==> src/rtl/seq_mul_add.sv <==
// Iterative unsigned multiply-add p = x*y + c.
// One bit of y is retired per clock through a single N-bit adder; the running
// sum's high half lives in acc and the retired low bits shift into lo, so the
// final product is simply {acc, lo}. The addend c is preloaded into acc, where
// the N right shifts bring it down to weight 2^0.
module seq_mul_add #(
  parameter int N = 4
) (
  input  logic           clock,
  input  logic           reset_,
  input  logic           start,
  output logic           ready,
  input  logic [N-1:0]   x,
  input  logic [N-1:0]   y,
  input  logic [N-1:0]   c,
  output logic [2*N-1:0] p,
  output logic           done,
  input  logic           ack
);

  localparam int CW = $clog2(N);

  typedef enum logic [1:0] {IDLE, RUN, DONE} state_t;

  state_t        state, nxt;
  logic [N-1:0]  acc, lo, ymul, xreg;
  logic [CW-1:0] cnt;
  logic [N:0]    sum;
  logic          last;

  // One N-by-1 partial-product row added to the running high half.
  assign sum  = {1'b0, acc} + (ymul[0] ? {1'b0, xreg} : {(N+1){1'b0}});
  assign last = (cnt == CW'(N-1));
  assign p    = {acc, lo};

  // State register; ready/done are flopped from the next state so they are
  // true register outputs, not decodes.
  always_ff @(posedge clock or negedge reset_) begin
    if (!reset_) begin
      state <= IDLE;
      ready <= 1'b1;
      done  <= 1'b0;
    end else begin
      state <= nxt;
      ready <= (nxt == IDLE);
      done  <= (nxt == DONE);
    end
  end

  // Next-state: start only matters in IDLE, ack only in DONE, so a
  // simultaneous start+ack in DONE just returns to IDLE.
  always_comb begin
    nxt = state;
    case (state)
      IDLE:    if (start) nxt = RUN;
      RUN:     if (last)  nxt = DONE;
      DONE:    if (ack)   nxt = IDLE;
      default: nxt = IDLE;
    endcase
  end

  // Datapath: operands captured at the accepting start, then N shift-add steps.
  always_ff @(posedge clock or negedge reset_) begin
    if (!reset_) begin
      acc  <= '0;
      lo   <= '0;
      ymul <= '0;
      xreg <= '0;
      cnt  <= '0;
    end else if (state == IDLE && start) begin
      acc  <= c;
      lo   <= '0;
      ymul <= y;
      xreg <= x;
      cnt  <= '0;
    end else if (state == RUN) begin
      lo   <= {sum[0], lo[N-1:1]};
      acc  <= sum[N:1];
      ymul <= ymul >> 1;
      cnt  <= cnt + 1'b1;
    end
  end

endmodule

==> config.mk <==
export PLATFORM = sky130hd
export DESIGN_NAME = seq_mul_add
export DESIGN_NICKNAME = d
export VERILOG_FILES = /design/src/rtl/seq_mul_add.sv
export SDC_FILE = /design/constraint.sdc
export NUM_CORES = 1
export LEC_CHECK = 0
export ABC_AREA = 1
export CAP_MARGIN = 20
export CORE_ASPECT_RATIO = 0.9
export CORE_MARGIN = 1
export CORE_UTILIZATION = 52
export CTS_CLUSTER_DIAMETER = 40
export DETAILED_ROUTE_END_ITERATION = 8
export PLACE_DENSITY = 0.83
export SETUP_SLACK_MARGIN = 0.5
export SKIP_LAST_GASP = 1
export SYNTH_ARGS = -nofsm -noshare
export SYNTH_HDL_FRONTEND = slang
export SYNTH_SLANG_ARGS = --single-unit
==> constraint.sdc <==
create_clock -name clock -period 4 [get_ports clock]
set_input_delay 0.8 -clock clock [delete_from_list [all_inputs] [get_ports clock]]
set_output_delay 0.8 -clock clock [all_outputs]
set_load 0.02 [all_outputs]
### Word-level counts from Yosys, hierarchy flattened

Index checks and enable logic that the tools add are counted.

| word-level totals | value |
|---|---|
| register bits | 22 |
| input bits | 16 |
| output and inout bits | 10 |
| logic and storage cells | 31 |

| operators by class | value |
|---|---|
| add/subtract/negate cells | 2 |
| eq/ne operators | 4 |
| multiplexer cells | 13 |
| reductions and logical operators | 4 |

Operator list:

| kind | count |
|---|---|
| 4-bit 2-to-1 mux | 7 |
| 2-bit 2-to-1 mux | 5 |
| 2-bit equality test, second input constant | 3 |
| 2-bit one-hot mux with 3 select lines | 1 |
| 4-bit by 4-bit adder with 5-bit output | 1 |
| 2-bit zero test | 2 |
| 2-bit by 1-bit adder with 2-bit output, second input constant | 1 |
| 2-bit by 1-bit equality test with 1-bit output, second input constant | 1 |
| 2-bit nonzero test | 1 |
| 1-bit logical AND | 1 |

### Logic depth before layout (Yosys ltp)

| depth | value |
|---|---|
| depth after elaboration | 4 |
| gate-level depth with buffers | 10 |
| depth with buffers taken out | 10 |

### Worst setup path after synthesis

OpenSTA, ideal clock, no wires.

| timing path | value |
|---|---|
| path kind | register to register |
| from | register acc[0] |
| to | register acc[3] |
| library setup time | 0.065 ns |
| data arrival time | 1.468 ns |
| data required time | 3.935 ns |
| path slack | 2.467 ns |
| stages on the path, launching flop included | 9 |
| path buffers | 0 |
| clock period less this slack | 1.533 ns |
| cell sequence | dfrtp_1 -> ha_1 -> inv_1 -> fa_1 -> o21ai_0 -> nand2_1 -> nand2_1 -> nand3_1 -> nand2_1 |

| on the way | value |
|---|---|
| longest elaborated chain between the ends | 3 |

RTL lines:

| item | line | source |
|---|---|---|
| start, declared | 26 | `logic [N-1:0] acc, lo, ymul, xreg;` |
| start signal, assigned | 78 | `acc <= sum[N:1];` |
| 4-bit by 4-bit adder with 5-bit output | 32 | `assign sum = {1'b0, acc} + (ymul[0] ? {1'b0, xreg} : {(N+1){1'b0}});` |
| 4-bit 2-to-1 mux | 76 | `end else if (state == RUN) begin` |
| 4-bit 2-to-1 mux | 70 | `end else if (state == IDLE && start) begin` |

No other way between the ends. The select of a mux whose other input is x is not followed.
A chain may end at the register's enable or synchronous reset.

### Worst setup path in the final report

| timing path | value |
|---|---|
| from | register ready |
| to | output port ready |

RTL lines:

| item | line | source |
|---|---|---|
| start, declared | 12 | `output logic ready,` |
| start signal, assigned | 45 | `ready <= (nxt == IDLE);` |

No word-level cell between the ends.

==> run metrics <==
status=finished, final reports clean; Buffers & Inverters on Critical Path=1; #FFs+latches synth=22; Post-CTS Setup Bufs=0; initial drt markers=19; R2R setup slack=2160 ps; Placer Congestion=0.7891; Hold/Removal Path Class=flip-flop to flip-flop; largest family of logic cells by synthesized area=simple AND/OR/NAND/NOR gates; P_sw=0.5041 mW; syn_nets=151; Slew headroom=38.33%; Worst setup SP type=flip-flop; Synth area leader=dfrtp_1; number of flops mapped to enable cells by yosys=0; Synth Flop Type=dfrtp_1; Std-Cell Rows=15; Fin Hold WS=491.8 ps; synth unique cells=24; delay-heaviest family, CP=buffers and inverters; DRT Pass-1 Iters=4; Crit Path Category=flip-flop to output pin; antenna violations before repair=0; crit-path cells=clkdlybuf4s50_1; Routed wire per std cell=12.15 µm; IO Pins=26; Async S/R FF share, synth=100.0%; Crit. End Element=output pin; final cell utilization of the core=73.14%; Sinks on Clock Net=22; max-capacitance violation count=0; final setup vio count=0; clock buffer depth=2; Clk Latency, worst-skew pair=300 ps; RSZ-0062 raised after global routing=no; area grow syn2layout=29.22%; CTS H-tree lvls=1; die area=2313 µm²; total design power=1.179 mW; fin cells=182; Seq pwr share=33.7%; yosys warns=0; Commonest cells post-synth=nand2_1 (52), dfrtp_1 (21), inv_1 (14), nand3_1 (6), ha_1 (5); Seq/Total Area, Yosys=49.94%; top-count cell post-synth=nand2_1; Placement Cell Area=1375 µm²; # fillers=150; # hold bufs at CTS=0; Int Pwr=0.6744 mW; Synth Area in Compound Gates=7.361%; Slew Limit Fails=0; worst-margin pin slew=922.2 ps; hpwl dp=1548 µm; peak supply drop=465.4 µV; worst slack, placed=1946 ps; CTS tree=done; global route overflow=0; final worst path period need=2230 ps; simple-gate share of the synthesized area=26.50%; crit path to=ready; drt total wl=2212 µm; mapped cell area=1105 µm²; Reg-to-Reg End=acc[3]; post-synthesis adder-cell area fraction=7.475%; share of the synthesized area in the top cell type=47.57%; worst r2r src=ymul[0]; Period Utilization, post-route=55.75%; M3 GR Usage=4.667%; routed vias/inst=5.115; multiplexer share of the synthesized area=0%; Worst EP required=3200 ps; met1 Use GR=24.03%; NumNets Final=180; placed insts=178; Core Region=1952 µm²; CTS Buf Count=3; Antenna Cells=0; Root Buffer=clkbuf_4; # port buffers=25; DR vias=931; GRT Util Overall=21.42%; first-pass GRT wire length=3505 µm; met2 global-route usage=39.73%; crit path from=ready; max frequency=448.5 MHz; Area contributors post-synth=dfrtp_1 (48%), nand2_1 (18%), ha_1 (5.7%); final-report hold violation count=0; largest net degree at the start of global routing=23; Vert. Die Dim=45.73 µm; CTS resizes=0; Die W=50.59 µm; CP arrival=1430 ps; clock skew=6.776 ps; setup TNS=0 ps; clock share of power=14.3%; Slowest-stage cell, CP=clkdlybuf4s50_1; Mean Syn Cell Area=8.564 µm²; combinational share of power=52.1%; register area=551.8 µm²; leakage power=0.7266 nW; area of the multi-input gates=465.4 µm²; layout cells sized above 1=8.917%; switch share=42.78%; post-synthesis xor/xnor area fraction=0.7928%; Initial Utilization=56.60%; most used routing layer=met2; post-route ant nets=0; PD cells=825.5 nW/µm²; DRC=0; Worst-path clk slew=130 ps; FF-to-FF path depth=10; crit path max fanout=1; Final Worst Setup Slack=1770 ps; critical path depth=1; Final Cell Area=1428 µm²; max incr delay on CP=590 ps; Mapped Cells=129; number of global-route vias before repair=856
-- kinds of logic after synthesis --
kind of cell | after synthesis
flops | 22
compound gates | 13
fa+ha+maj | 6
xor+xnor | 1
buf+inv | 20
simple gates | 67
-- area by class of cell --
class	instances	share of cell area [%]
clock inverters	1	2.103
clock buffers	3	1.578
flip-flops and latches	22	38.65
well taps	25	2.191
multi-input cells	87	32.60
repair buffers	25	17.53
inverters	19	5.346
-- worst reg2reg max path: cells and delay by family (launching register included) --
kind | cells | cell delay, ps
AOI/OAI and AO/OA | 1 | 260
adders and majority gates | 2 | 580
buffers and inverters | 2 | 120
DFF | 1 | 430
and+or+nand+nor | 5 | 390
-- per-layer routing --
layer  wire length, µm  part of all wire [%]  vias to the layer above
li1                  -                     -                      459
met1               953                    43                      438
met2              1158                    52                       30
met3                85                   3.8                        4
met4                15                  0.68                        0
met5                 0                     0                        -
-- flip-flops by register name, indices dropped and copies added, names as in the netlist --
| name | cells |
|---|---|
| acc | 4 |
| lo | 4 |
| xreg | 4 |
| ymul | 4 |
| cnt | 2 |
| state | 2 |
| done | 1 |
| ready | 1 |
-- power by group through the flow --
stage / sequential [mW] / clock, mW / combinational (mW)
after floorplan: 0.446 / 0 / 0.363
after global placement: 0.399 / 0 / 0.582
after detailed placement: 0.401 / 0 / 0.598
after CTS: 0.397 / 0.172 / 0.616
after global routing: 0.410 / 0.180 / 0.681
final: 0.397 / 0.168 / 0.614
-- worst min path at each step --
stage / start / to / slack, ps / cells after the start
finish: xreg[0] / xreg[0] / 490 / 2
floorplan: ymul[3] / ymul[3] / 440 / 2
detailed placement: ymul[3] / ymul[3] / 460 / 2
global route: ymul[2] / ymul[2] / 530 / 2
global placement: ymul[3] / ymul[3] / 460 / 2
CTS: ymul[3] / ymul[3] / 490 / 2
-- placed cells by master, fill, tap and decap left out, drive strengths merged, types with 3 or more instances in the layout --
cell type      count
inv               18
nand2             53
o211ai             4
dfrtp             21
clkdlybuf4s50     25
o21ai              5
nor2               6
ha                 5
nand3              7
clkbuf             3
Power figures use the tool's default switching activity.
